[src/rtl/alu_req_arbiter.sv]
// Round-robin arbiter sharing one registered-output ALU between two requesters,
// returning result, overflow, error and requester ID over a valid/ready response channel.
module alu_req_arbiter #(
  parameter int unsigned DATA_W = 64,
  parameter int unsigned CNT_W  = 16
) (
  input  logic              clk,
  input  logic              rst_n,
  input  logic              r0_valid,
  output logic              r0_ready,
  input  logic [3:0]        r0_op,
  input  logic [DATA_W-1:0] r0_a,
  input  logic [DATA_W-1:0] r0_b,
  input  logic [17:0]       r0_aux,
  input  logic              r1_valid,
  output logic              r1_ready,
  input  logic [3:0]        r1_op,
  input  logic [DATA_W-1:0] r1_a,
  input  logic [DATA_W-1:0] r1_b,
  input  logic [17:0]       r1_aux,
  output logic [DATA_W-1:0] alu_a,
  output logic [DATA_W-1:0] alu_b,
  output logic [3:0]        alu_op,
  output logic [5:0]        alu_sub_start,
  output logic [5:0]        alu_sub_len,
  output logic [5:0]        alu_shift_amt,
  input  logic [DATA_W-1:0] alu_o,
  input  logic              alu_overflow,
  output logic              rsp_valid,
  input  logic              rsp_ready,
  output logic              rsp_id,
  output logic [DATA_W-1:0] rsp_data,
  output logic              rsp_ovf,
  output logic              rsp_err,
  output logic              busy,
  output logic [CNT_W-1:0]  ops_done
);

  localparam logic [1:0] IDLE = 2'd0;
  localparam logic [1:0] EXEC = 2'd1;
  localparam logic [1:0] CAPT = 2'd2;
  localparam logic [1:0] RESP = 2'd3;

  logic [1:0]        state_q, state_d;
  logic              last_q;
  logic              idle, grant0, grant1, accept, sel, sel_illegal;
  logic [3:0]        sel_op;
  logic [DATA_W-1:0] sel_a, sel_b;
  logic [17:0]       sel_aux;
  logic              rsp_hs;

  // last_q names the previous winner; on contention the other requester wins.
  always_comb begin
    idle        = (state_q == IDLE);
    grant0      = r0_valid & (~r1_valid | last_q);
    grant1      = r1_valid & (~r0_valid | ~last_q);
    r0_ready    = idle & grant0;
    r1_ready    = idle & grant1;
    accept      = r0_ready | r1_ready;
    sel         = r1_ready;
    sel_op      = sel ? r1_op  : r0_op;
    sel_a       = sel ? r1_a   : r0_a;
    sel_b       = sel ? r1_b   : r0_b;
    sel_aux     = sel ? r1_aux : r0_aux;
    sel_illegal = (sel_op > 4'hA);
    rsp_valid   = (state_q == RESP);
    rsp_hs      = rsp_valid & rsp_ready;
    busy        = ~idle;
  end

  always_comb begin
    state_d = state_q;
    unique case (state_q)
      IDLE: if (accept) state_d = sel_illegal ? RESP : EXEC;
      EXEC: state_d = CAPT;
      CAPT: state_d = RESP;
      RESP: if (rsp_hs) state_d = IDLE;
      default: state_d = IDLE;
    endcase
  end

  always_ff @(posedge clk or negedge rst_n) begin
    if (!rst_n) begin
      state_q       <= IDLE;
      last_q        <= 1'b1;
      alu_a         <= '0;
      alu_b         <= '0;
      alu_op        <= '0;
      alu_sub_start <= '0;
      alu_sub_len   <= '0;
      alu_shift_amt <= '0;
      rsp_id        <= 1'b0;
      rsp_data      <= '0;
      rsp_ovf       <= 1'b0;
      rsp_err       <= 1'b0;
      ops_done      <= '0;
    end else begin
      state_q <= state_d;
      if (accept) begin
        alu_a         <= sel_a;
        alu_b         <= sel_b;
        alu_op        <= sel_op;
        alu_sub_start <= sel_aux[17:12];
        alu_sub_len   <= sel_aux[11:6];
        alu_shift_amt <= sel_aux[5:0];
        rsp_id        <= sel;
        last_q        <= sel;
        // Illegal ops skip the ALU and answer directly with an error.
        if (sel_illegal) begin
          rsp_data <= '0;
          rsp_ovf  <= 1'b0;
          rsp_err  <= 1'b1;
        end
      end
      if (state_q == CAPT) begin
        rsp_data <= alu_o;
        rsp_ovf  <= alu_overflow;
        rsp_err  <= 1'b0;
      end
      if (rsp_hs && (ops_done != {CNT_W{1'b1}})) begin
        ops_done <= ops_done + 1'b1;
      end
    end
  end

endmodule

[config.mk]
export PLATFORM = sky130hd
export DESIGN_NAME = alu_req_arbiter
export DESIGN_NICKNAME = d
export VERILOG_FILES = /design/src/rtl/alu_req_arbiter.sv
export SDC_FILE = /design/constraint.sdc
export NUM_CORES = 1
export LEC_CHECK = 0
export BUFFER_PORTS_ARGS = -buffer_cell sky130_fd_sc_hd__buf_2
export CORE_AREA = 3 3 237 239
export CTS_CLUSTER_SIZE = 40
export DETAILED_ROUTE_END_ITERATION = 7
export DIE_AREA = 0 0 240 242
export PLACE_DENSITY = 0.47
export SLEW_MARGIN = 0
export SYNTH_ARGS = -nofsm -noshare
export SYNTH_HDL_FRONTEND = slang
export SYNTH_SLANG_ARGS = --single-unit
[constraint.sdc]
create_clock -name clk -period 1.8 [get_ports clk]
set_input_delay 0.09 -clock clk [delete_from_list [all_inputs] [get_ports clk]]
set_output_delay 0.09 -clock clk [all_outputs]
set_load 0.01 [all_outputs]
Word level (Yosys, flattened, before mapping)
Cells that the tools add are included.
{ "classes": {"n_addsub": 1, "eq_ne": 6, "n_reduce_logical": 6, "muxes": 17, "bitwise_logic": 12, "magnitude_cmp": 1} }
{ "op_table": {"columns": ["cell", "count"], "rows": [
  ["$mux W64", 5],
  ["$mux W18", 1],
  ["$add A16 B1 Y16 const B", 1],
  ["$ne A16 B16 Y1 const B", 1],
  ["$pmux W2 S4", 1],
  ["$mux W1", 6],
  ["$mux W2", 3],
  ["$and A1 B1 Y1", 5],
  ["$eq A2 B2 Y1 const B", 2],
  ["$gt A4 B4 Y1 const B", 1],
  ["$mux W4", 1],
  ["$ne A2 B1 Y1 const B", 2],
  ["$not A1 Y1", 4],
  ["$reduce_and A2 Y1", 2],
  ["$reduce_bool A2 Y1", 2],
  ["$or A1 B1 Y1", 3],
  ["$eq A2 B1 Y1 const B", 1],
  ["$logic_not A2 Y1", 1],
  ["$logic_and A1 B1 Y1", 1]
]} }
{ "totals": {"elab_cells": 56, "register_bits": 236, "input_bits": 370} }

Logic depth before layout (Yosys ltp)
Gate-level depths: netlist (run 1).
{ "logic_depth": {"word_depth": 9, "ltp_mapped": 9} }

Worst setup path before layout (run 1)
Ideal clock, no wire load.
{ "synth_path": {"kind": "register to register", "from": "register state_q[0]", "to": "register rsp_data[23]", "path_stages_with_launch": 9, "path_buffers": 3, "t_arrival_ns": 1.714, "setup_slack_ns": -0.033, "required_time_ns": 1.681, "setup_ns": 0.119, "cell_sequence": "dfrtp_1 -> inv_1 -> ha_1 -> buf_2 -> a21o_1 -> a2111oi_4 -> buf_2 -> buf_4 -> nor2_1"} }
{ "synth_between": {"elab_chain_len": 6, "word_cells_on_any_way": 11} }
{ "synth_rtl": {"columns": ["item", "line", "text"], "rows": [
  ["start, declared", "44", "logic [1:0] state_q, state_d;"],
  ["start signal, assigned", "98", "state_q <= state_d;"],
  ["$logic_not A2 Y1", "54", "idle = (state_q == IDLE);"],
  ["$and A1 B1 Y1", "58", "r1_ready = idle & grant1;"],
  ["$mux W4", "61", "sel_op = sel ? r1_op : r0_op;"],
  ["$gt A4 B4 Y1", "65", "sel_illegal = (sel_op > 4'hA);"],
  ["$reduce_bool A2 Y1 (no source line)", null, null],
  ["$reduce_and A2 Y1 (no source line)", null, null],
  ["end signal, assigned", "116", "rsp_data <= alu_o;"],
  ["end, declared", "32", "output logic [DATA_W-1:0] rsp_data,"]
]} }
Parallel ways exist; a longest one is shown, timed or not.
A chain may end at the register's enable or synchronous reset.

Worst setup path after layout (run 1)
{ "layout_path": {"from": "register last_q", "to": "output port r1_ready"} }
{ "layout_between": {"elab_chain_len": 4} }
{ "layout_rtl": {"columns": ["item", "line", "text"], "rows": [
  ["start, declared", "45", "logic last_q;"],
  ["start signal, assigned", "107", "last_q <= sel;"],
  ["$not A1 Y1", "56", "grant1 = r1_valid & (~r0_valid | ~last_q);"],
  ["$or A1 B1 Y1", "56", null],
  ["$and A1 B1 Y1", "56", null],
  ["$and A1 B1 Y1", "58", null],
  ["end, declared", "16", "output logic r1_ready,"]
]} }
Every way passes these cells.

==> metrics.csv, run 1 <==
stage;metric;value;unit
route;drtIter0Drc;373;
setup_path;path_class;reg2out;
setup_path;worstPathArrival;1740;ps
hold_path;hold_class;in2async;
yosys;synth_area;0.00980;mm^2
grt;grt_start_max_net_pins;68;
timing;rsz0062_at_grt;yes;
route;avgViaCountPerCell;4.26;
die;initial_utilization;18.1;%
route;final_antenna_net_count;0;
power_and_ir_drop;ir_drop;0.000763;V
yosys;syn_inst;978;
timing;drv_slew;0;
yosys;synth_top_area_cell;dfrtp_1;
finish;post-route-cell-area;0.0192;mm^2
timing;fin_tns_setup;-45.2;ps
die;die_h;242;um
yosys;syn-num-nets;1353;
route;routedWlPerCell;17.1;um
setup_path;reg2reg_to;rsp_data[31];
setup_path;critPathRequiredTime;1710;ps
finish;drive_above_1_share;37.8;%
timing;fin_skew;20.1;ps
route;vias;11600;
clock_network;cts_tree;built;
timing;tightest_slew;519;ps
grt;grt_pass1_vias;12400;
yosys;synth_top_area_share;60.0;%
yosys;synth_common_cells;366 x nor2_1, 235 x dfrtp_1, 147 x o22ai_1;
clock_network;cts_buffer_depth;3;
yosys;synth_most_common_cell;nor2_1;
die;ios;607;
clock_network;clock-root-buffer;clkbuf_16;
finish;fin_util;35.6;%
timing;period_minus_slack;1830;ps
setup_path;rr_worst_depth;6;
clock_network;cts.sinks;236;
clock_network;cts_made_buffers;28;
placement;placed_cell_area;0.0142;mm^2
yosys;ys_async_sr_fraction;100;%
yosys;synth_edf_count;0;
setup_path;r2r-start;last_q;
route;wl;46400;um
timing;period_share;102;%
route;drc;0;
clock_network;cts_max_level;1;
yosys;ys.warnings.count;0;
timing;max_freq;547;MHz
finish;antenna_cells;0;
placement;place.gp.congestion;0.829;
yosys;seq_area_frac_synth;60.3;%
power_and_ir_drop;p_leak;9.09;nW
yosys;syn_avg_cell_area;10.0;um^2
die;core_area;0.0540;mm^2
timing;setup_slack;-28.7;ps
timing;finalSetupViolations;7;
setup_path;crit_path_end_kind;output pin;
grt;antenna_found_initial;0;
yosys;ys_types;35;
outcome;outcome;complete, but fails checks;
outcome;violations;negative setup slack;
placement;io_buffers;606;
yosys;synth_area_leaders;dfrtp_1 60%, nor2_1 14%, o22ai_1 9.4%, mux2i_1 6.6%, clkbuf_1 1.6%;
die;die_x;240;um
grt;gr-total-overflow;0;
clock_network;clock_latency;550;ps
timing;relSlewSlack;65.4;%
setup_path;r2r_slack;-10;ps
finish;fin_nets;2379;
yosys;synthFlopType;dfrtp_1;
grt;grt.total_usage;14.7;%
power_and_ir_drop;power_density;1450;mW/mm^2
placement;dp_hpwl;30400;um
setup_path;startpoint_type;register;
yosys;ys_seq_elements;236;
setup_path;path_max_fanout;4;
route;drtPass1Iterations;4;
grt;grt_first_pass_wirelength;68300;um
run;maxCapViolations;0;
finish;layout-area-overhead-vs-synth;96.1;%
die;die-area;0.0581;mm^2
clock_network;clkTransAtPathRegs;60;ps
die;num_rows;85;
timing;finalHoldViolations;0;
## critical path, stage by stage, from the launching register on
cell	delay, ps
dfstp_2	560
a21boi_2	70
buf_4	140
buf_6	120
nand2_8	50
buf_12	110
inv_6	30
buf_6	110
## what timing repair did
item	4_1_cts	5_1_grt
endpoints found under the setup margin	88	221
hold endpoints to repair	453	0
pin swaps	3	5
resized for setup	20	21
hold buffers	369	0
gates cloned	3	4
buffers inserted	9	3
## worst max-delay path by stage
stage | startpoint | to | slack, ps | depth (start not counted)
detailed placement | state_q[1] | rsp_data[11] | -80 | 6
global route | last_q | r1_ready | -110 | 7
finish | last_q | r1_ready | -30 | 7
global placement | state_q[0] | rsp_data[14] | -30 | 6
CTS | last_q | r1_ready | -70 | 7
floorplan | state_q[0] | rsp_data[23] | 4 | 8
## per-stage QoR
stage                     total power, mW  setup slack [ps]  cells  hold slack, ps
after floorplan                      15.1              3.76    978            -206
after global placement               20.7             -28.3   2285            72.1
after detailed placement             20.8             -84.5   2285            68.2
after CTS                            27.7             -66.9   2715            40.2
after global routing                 29.7              -111   2720             105
final                                27.8             -28.7   2720            80.4
## registers in the layout, indices dropped and copies added (netlist names)
register       cells
alu_a             64
alu_b             64
rsp_data          64
ops_done          16
alu_shift_amt      6
alu_sub_len        6
alu_sub_start      6
alu_op             4
state_q            2
last_q             1
rsp_err            1
rsp_id             1
rsp_ovf            1
## layout make-up
class                      instances  area [um^2]
fill                            5345        34800
multi-input combinational        667         3700
inverter                          11         51.3
sequential                       236         5910
tap                              696          871
timing repair buffer            1060         7760
clock buffer                      39          813
clock inverter                    11          108
## logic make-up after synthesis
kind of cell | count (synthesis) | share of synthesized area, %
flops | 236 | 60.3
mux | 68 | 6.99
buf+inv | 75 | 3.24
simple gates | 409 | 16.4
compound gates | 174 | 11.4
fa+ha+maj | 5 | 0.639
xor+xnor | 11 | 0.983
## report_power, final
group / leakage, nW / switching (mW) / internal, mW / total [mW]
logic: 5.94 / 7.06 / 5.80 / 12.9
registers: 2.69 / 1.46 / 7.84 / 9.30
clock network: 0.459 / 2.27 / 3.41 / 5.68
total: 9.09 / 10.8 / 17.1 / 27.8
## layer usage
| metal | vias to the layer above | track usage [%] | share of wire [%] |
|---|---|---|---|
| met1 | 5507 | 16.1 | 38 |
| met4 | 0 | 6.77 | 4.3 |
| met3 | 117 | 2.94 | 6.6 |
| met5 | - | 0 | 0 |
| li1 | 5419 | - | - |
| met2 | 533 | 26.9 | 51 |
## layout by cell type, fill, tap and decap left out, types with 2 or more instances in the layout
cell type      synthesis  routed
buf_2                 17     603
dlygate4sd3_1          0     369
nor2_1               366     362
dfrtp_1              235     235
o22ai_1              147     143
mux2i_1               65      65
buf_4                  4      55
clkbuf_16              0      33
buf_12                 0      15
nand2_1               15      14
nand3_1               11      10
buf_6                  0       9
xnor2_1                8       8
clkinv_2               0       8
inv_1                 11       7
o21ai_0                6       6
a31oi_1                5       5
nand4_1                5       5
clkbuf_1              43       5
clkbuf_8               0       5
o22ai_2                0       4
a21oi_1                5       4
a21o_1                 3       3
nor2_2                 0       3
mux2_2                 3       3
xor2_1                 3       3
buf_16                 0       3
inv_2                  0       2
and3_1                 2       2
nand4b_1               2       2
a211oi_1               2       2
ha_1                   5       2
ha_4                   0       2
bufinv_16              0       2
(Power assumes the default switching activity.)
==> run 2, diff against run 1 <==
--- a/config.mk
+++ b/config.mk
@@ -11,6 +11,7 @@
 export DETAILED_ROUTE_END_ITERATION = 7
 export DIE_AREA = 0 0 240 242
 export PLACE_DENSITY = 0.47
+export SETUP_SLACK_MARGIN = 0.3
 export SLEW_MARGIN = 0
 export SYNTH_ARGS = -nofsm -noshare
 export SYNTH_HDL_FRONTEND = slang
==> run 2 against run 1 <==
The flow still finishes with violations (negative setup slack); clock power is 3% lower; clock skew is 2.7 ps higher; first-iteration DRC count is 18% higher; combinational power is 35% higher; die area unchanged; global-route usage up 1.8 points; count of clock-buffer cells in the layout grew 4; fmax fell by 0.96%; worst setup slack lost 18 ps; total power grew 18%; register-to-register slack worse by 40 ps; critical path type is now reg2reg; critical endpoint is now alu_b[46]; largest cell class unchanged.
==> metrics.csv, run 2 (synthesis gave the netlist of run 1 again) <==
stage;metric;value;unit;change
power_and_ir_drop;power_density;1520;mW/mm^2;was 1450 mW/mm^2
setup_path;path_cells;inv_2 > ha_4 > buf_6 > buf_12 > nand2_8 > buf_12 > buf_4 > clkbuf_16 > o22ai_2 > nor2_1;;was a21boi_2 > buf_4 > buf_6 > nand2_8 > buf_12 > inv_6 > buf_6
die;die_x;240;um;unchanged
clock_network;clkTransAtPathRegs;60;ps;about the same
timing;setup_slack;-46.5;ps;was -28.7 ps
setup_path;path_class;reg2reg;;was reg2out
timing;fin_skew;22.8;ps;was 20.1 ps
finish;fin_nets;2432;;was 2379
setup_path;cp_top_family;buffers and inverters;;was flip-flops
setup_path;worstPathArrival;2280;ps;was 1740 ps
timing;max_freq;542;MHz;was 547 MHz
grt;gr-total-overflow;0;;unchanged
placement;pre_cts_ws;-31.8;ps;was -84.5 ps
die;die-area;0.0581;mm^2;unchanged
setup_path;rr_worst_depth;10;;was 6
clock_network;clock_latency;560;ps;was 550 ps
timing;relSlewSlack;63.2;%;was 65.4%
hold_path;min_path_cells;4;;
route;drtIter0Drc;442;;was 373
setup_path;crit_path_start;state_q[0];;was last_q
clock_network;cts_made_buffers;27;;was 28
timing;finalHoldViolations;0;;unchanged
setup_path;critPathRequiredTime;2230;ps;was 1710 ps
die;num_rows;85;;unchanged
power_and_ir_drop;p_leak;9.94;nW;was 9.09 nW
setup_path;critPathMostFrequentCell;buf_12;;was buf_6
placement;dp_cells;2277;;was 2285
setup_path;r2r-start;state_q[0];;was last_q
grt;grt_first_pass_wirelength;74400;um;was 68300 um
clock_network;cts_tree;built;;unchanged
timing;tightest_slew;552;ps;was 519 ps
route;final_antenna_net_count;0;;unchanged
timing;period_share;103;%;was 102%
route;avgViaCountPerCell;4.33;;was 4.26
finish;layout-area-overhead-vs-synth;121;%;was 96.1%
setup_path;crit_path_max_incr_delay;390;ps;was 560 ps
grt;antenna_found_initial;2;;was 0
grt;grt_pass1_vias;12900;;was 12400
finish;fin_cells;2772;;was 2720
finish;drive_above_1_share;46.8;%;was 37.8%
clock_network;cts_max_level;1;;unchanged
die;die_h;242;um;unchanged
grt;grtUsageMet3;3.70;%;was 2.94%
setup_path;path_max_fanout;15;;was 4
die;core_area;0.0540;mm^2;unchanged
grt;grt_start_max_net_pins;64;;was 68
clock_network;cts.sinks;236;;unchanged
finish;final_cell_mix;601 x buf_2, 369 x dlygate4sd3_1, 338 x nor2_1;;was 603 x buf_2, 369 x dlygate4sd3_1, 362 x nor2_1
setup_path;r2r_slack;-50;ps;was -10 ps
grt;grt_util_met1;18.3;%;was 16.1%
setup_path;slowest_stage;dfrtp_1;;was dfstp_2
timing;fin_tns_setup;-1100;ps;was -45.2 ps
placement;dp_hpwl;31200;um;was 30400 um
die;ios;607;;unchanged
timing;rsz0062_at_grt;yes;;unchanged
outcome;outcome;complete, but fails checks;;unchanged
power_and_ir_drop;ir_drop;0.000719;V;was 0.000763 V
timing;drv_slew;0;;unchanged
clock_network;cts_buffer_depth;3;;unchanged
setup_path;timing.critical_path.buf_inv;6;;was 5
route;drc;0;;unchanged
grt;met2_usage;29.9;%;was 26.9%
die;initial_utilization;18.1;%;unchanged
route;routedWlPerCell;19.4;um;was 17.1 um
clock_network;clock-root-buffer;clkbuf_16;;unchanged
placement;place.gp.congestion;0.837;;was 0.829
placement;io_buffers;606;;unchanged
timing;finalSetupViolations;55;;was 7
grt;grt.total_usage;16.5;%;was 14.7%
setup_path;reg2reg_to;alu_b[46];;was rsp_data[31]
finish;layout_commonest_cell;buf_2;;unchanged
finish;fin_util;40.0;%;was 35.6%
hold_path;holdPathEnd;alu_op[3];;
timing;period_minus_slack;1850;ps;was 1830 ps
run;maxCapViolations;0;;unchanged
route;drtPass1Iterations;5;;was 4
setup_path;crit_path_end_kind;register;;was output pin
hold_path;hold_class;in2reg;;was in2async
power_and_ir_drop;power;32.8;mW;was 27.8 mW
finish;reg_top3;alu_a (64), alu_b (64), rsp_data (64);;unchanged
setup_path;startpoint_type;register;;unchanged
route;vias;12000;;was 11600
hold_path;worstHoldStart;r1_valid;;
outcome;violations;negative setup slack;;unchanged
finish;nFillCells;5026;;was 5345
route;wl;53900;um;was 46400 um
grt;grt_busiest_layer;met2;;unchanged
## run 2: what timing repair did
action	4_1_cts	5_1_grt
buffers inserted	34	9
hold buffers	369	0
pin swaps	32	55
hold endpoints to repair	453	0
endpoints found under the setup margin	227	237
cloned	19	16
gates resized for setup	171	137
## run 2: stage by stage
stage / hold WS [ps] / instance area (um^2)
final: 71.0 / 21600
after global routing: 100 / 21600
after CTS: 25.7 / 20400
after detailed placement: 88.5 / 14200
after global placement: 91.2 / 14200
after floorplan: -206 / 9930
## run 2: per-layer routing
layer / share of wire, % / vias up
li1: - / 5536
met2: 52 / 564
met3: 6.5 / 125
met4: 4.2 / 2
met5: 0.020 / -
met1: 38 / 5774
## run 2: how the worst max path moves through the flow
stage                               to  slack [ps]  depth (start not counted)
final                        alu_b[46]         -50                         10
after global routing         alu_b[46]        -150                         10
after CTS                 rsp_data[54]         -30                          6
after detailed placement  rsp_data[54]         -30                          6
after global placement    rsp_data[35]         -10                          7
after floorplan           rsp_data[23]         110                          8
## run 2: worst register-to-register path: stages, from the launching register on
cell	delay, ps
dfrtp_1	390
inv_2	90
ha_4	170
buf_6	130
buf_12	100
nand2_8	80
buf_12	160
buf_4	180
clkbuf_16	210
o22ai_2	170
nor2_1	70
## run 2: cell type report
cell class	instances	area, um^2	area share (%)
timing repair buffer	1114	9030	41.7
sequential	236	5910	27.3
multi-input combinational	667	4870	22.5
tap	696	871	4.03
clock buffer	43	846	3.91
inverter	11	58.8	0.272
clock inverter	4	45.0	0.208
antenna	1	2.50	0.0116
## run 2: power by group
group          switching (mW)  internal, mW  leakage, nW
clock network            2.21          3.32        0.444
logic                    8.62          8.77         6.81
registers                2.00          7.85         2.69
==> run 3, diff against run 2 <==
--- a/config.mk
+++ b/config.mk
@@ -6,11 +6,13 @@
 export NUM_CORES = 1
 export LEC_CHECK = 0
 export BUFFER_PORTS_ARGS = -buffer_cell sky130_fd_sc_hd__buf_2
-export CORE_AREA = 3 3 237 239
+export CELL_PAD_IN_SITES_DETAIL_PLACEMENT = 0
+export CELL_PAD_IN_SITES_GLOBAL_PLACEMENT = 1
+export CORE_AREA = 3 3 235 237
 export CTS_CLUSTER_SIZE = 40
 export DETAILED_ROUTE_END_ITERATION = 7
-export DIE_AREA = 0 0 240 242
-export PLACE_DENSITY = 0.47
+export DIE_AREA = 0 0 238 240
+export PLACE_DENSITY = 0.6
 export SETUP_SLACK_MARGIN = 0.3
 export SLEW_MARGIN = 0
 export SYNTH_ARGS = -nofsm -noshare
==> run 3 against run 2 <==
The flow still finishes with violations (negative setup slack); clock power up 7.1%; fmax about the same; register-to-register slack barely moved; die area fell by 1.7%; cell count about the same.
==> metrics.csv, run 3 (synthesis gave the netlist of run 1 again) <==
stage;metric;value;unit;change
timing;relSlewSlack;66.8;%;was 63.2%
hold_path;hold_class;in2reg;;unchanged
timing;period_minus_slack;1840;ps;was 1850 ps
route;drtPass1Iterations;4;;was 5
timing;drv_slew;0;;unchanged
timing;rsz0062_at_grt;yes;;unchanged
timing;finalHoldViolations;0;;unchanged
grt;grtUsageMet3;3.42;%;was 3.70%
die;die-area;0.0571;mm^2;was 0.0581 mm^2
timing;max_freq;542;MHz;about the same
clock_network;cts_max_level;1;;unchanged
die;core_area;0.0535;mm^2;was 0.0540 mm^2
route;routedWlPerCell;18.6;um;was 19.4 um
setup_path;crit_path_max_incr_delay;560;ps;was 390 ps
finish;nFillCells;5020;;was 5026
placement;place.gp.congestion;0.782;;was 0.837
clock_network;cts_tree;built;;unchanged
run;maxCapViolations;0;;unchanged
power_and_ir_drop;seqPwrFrac;29.6;%;was 30.1%
grt;grt_start_max_net_pins;53;;was 64
die;ios;607;;unchanged
grt;grt_pass1_vias;12800;;was 12900
outcome;violations;negative setup slack;;unchanged
timing;period_share;102;%;was 103%
setup_path;worstPathArrival;2290;ps;was 2280 ps
setup_path;path_max_fanout;5;;was 15
finish;post-route-cell-area;0.0214;mm^2;was 0.0216 mm^2
die;die_h;240;um;was 242 um
die;die_x;238;um;was 240 um
route;drtIter0Drc;481;;was 442
timing;tightest_slew;498;ps;was 552 ps
die;initial_utilization;18.3;%;was 18.1%
route;wl;51500;um;was 53900 um
grt;grt.total_usage;16.0;%;was 16.5%
route;avgViaCountPerCell;4.34;;was 4.33
setup_path;startpoint_type;register;;unchanged
grt;antenna_found_initial;3;;was 2
timing;finalSetupViolations;39;;was 55
power_and_ir_drop;sw_frac_of_total;38.8;%;was 39.1%
clock_network;clock_latency;550;ps;was 560 ps
setup_path;slowest_stage;dfstp_2;;was dfrtp_1
power_and_ir_drop;intPower;20.2;mW;was 19.9 mW
placement;io_buffers;606;;unchanged
clock_network;cts_made_buffers;28;;was 27
power_and_ir_drop;power_density;1540;mW/mm^2;was 1520 mW/mm^2
route;final_antenna_net_count;0;;unchanged
route;vias;12000;;about the same
timing;setup_slack;-44.8;ps;was -46.5 ps
power_and_ir_drop;combinationalPowerShare;52.4;%;was 53.1%
hold_path;worstHoldStart;r1_valid;;unchanged
grt;grt_busiest_layer;met2;;unchanged
clock_network;cts.sinks;236;;unchanged
finish;layout-area-overhead-vs-synth;119;%;was 121%
finish;layout_commonest_cell;buf_2;;unchanged
finish;final_cell_mix;602 x buf_2, 369 x dlygate4sd3_1, 292 x nor2_1;;was 601 x buf_2, 369 x dlygate4sd3_1, 338 x nor2_1
finish;drive_above_1_share;48.1;%;was 46.8%
placement;placed_cell_area;0.0143;mm^2;was 0.0142 mm^2
clock_network;clock-root-buffer;clkbuf_16;;unchanged
finish;reg_top3;alu_a (64), alu_b (64), rsp_data (64);;unchanged
power_and_ir_drop;ir_drop;0.000989;V;was 0.000719 V
timing;fin_skew;10.6;ps;was 22.8 ps
route;drc;0;;unchanged
outcome;outcome;complete, but fails checks;;unchanged
setup_path;path_class;reg2reg;;unchanged
power_and_ir_drop;clkPwrFrac;18.0;%;was 16.9%
clock_network;clkTransAtPathRegs;60;ps;about the same
grt;met2_usage;29.6;%;was 29.9%
die;num_rows;85;;unchanged
setup_path;critPathRequiredTime;2240;ps;was 2230 ps
grt;grt_util_met1;18.1;%;was 18.3%
setup_path;path_cells;nand2b_4 > a32oi_1 > buf_4 > a2111oi_4 > buf_6 > buf_12 > clkbuf_16 > nor2_2;;was inv_2 > ha_4 > buf_6 > buf_12 > nand2_8 > buf_12 > buf_4 > clkbuf_16 > o22ai_2 > nor2_1
placement;dp_hpwl;31400;um;was 31200 um
setup_path;crit_path_start;last_q;;was state_q[0]
setup_path;crit_path_end_kind;register;;unchanged
power_and_ir_drop;p_sw;12.8;mW;about the same
setup_path;r2r-start;last_q;;was state_q[0]
grt;grt_first_pass_wirelength;71500;um;was 74400 um
grt;gr-total-overflow;0;;unchanged
clock_network;cts_buffer_depth;3;;unchanged
power_and_ir_drop;p_leak;9.71;nW;was 9.94 nW
finish;fin_util;40.0;%;about the same
finish;fin_nets;2432;;unchanged
-- run 3: path summary, 6_finish.rpt --
check	end	slack [ps]	cells after the start
setup reg to reg	rsp_data[38]	-40	8
hold reg to reg	rsp_id	480	2
hold / removal	alu_op[3]	50	4
min in group asynchronous	rsp_data[18]	100	2
max in group asynchronous	alu_a[44]	1000	3
setup / recovery	rsp_data[38]	-40	8
-- run 3: layout make-up --
class / instances / area, um^2 / share of cell area, %
Sequential cell: 236 / 5910 / 27.6
Clock inverter: 9 / 125 / 0.584
Tap cell: 696 / 871 / 4.07
Antenna cell: 1 / 2.50 / 0.0117
Clock buffer: 40 / 827 / 3.86
Timing Repair Buffer: 1113 / 8730 / 40.8
Inverter: 11 / 53.8 / 0.251
Multi-Input combinational cell: 667 / 4900 / 22.9
-- run 3: timing repair --
action                                  in CTS  in global routing
hold endpoints to repair                   454                  0
hold buffers                               369                  0
buffers inserted                            23                 18
gates cloned                                10                 11
pin swaps                                   18                191
gates resized for setup                     63                266
endpoints found under the setup margin     230                237
-- run 3: power by group through the flow --
stage          clock, mW  combinational (mW)  sequential, mW
5_1_grt             6.31                18.5            9.98
3_3_place_gp           0                11.6            9.37
4_1_cts             6.09                14.0            9.35
2_1_floorplan          0                5.01            10.3
3_5_place_dp           0                11.8            9.35
6_report            5.92                17.3            9.74
-- run 3: worst max-delay path, delay by kind of cell, from the launching register on --
kind	cells	cell delay, ps
AO/OA/AOI/OAI	2	290
AND/OR/NAND/NOR	2	180
buffers and inverters	4	690
flip-flops	1	560
-- run 3: metal layers --
metal / part of all wire (%) / up-vias / wire [um]
met5: 0.025 / - / 13
met4: 4.2 / 2 / 2150
met3: 6.5 / 126 / 3350
met2: 51 / 537 / 26200
met1: 39 / 5833 / 19800
li1: - / 5526 / -
-- run 3: per-stage QoR --
stage | std cells | hold slack, ps | setup slack, ps | total power [mW] | setup TNS (ps)
after floorplan | 978 | -206 | 105 | 15.4 | 0
after global placement | 2292 | 72.9 | -3.94 | 21.0 | -40.6
after detailed placement | 2292 | 78.1 | -32.1 | 21.1 | -456
after CTS | 2743 | 6.25 | -60.8 | 29.4 | -1150
after global routing | 2773 | 89.8 | -113 | 34.8 | -11690
final | 2773 | 45.9 | -44.8 | 32.9 | -595
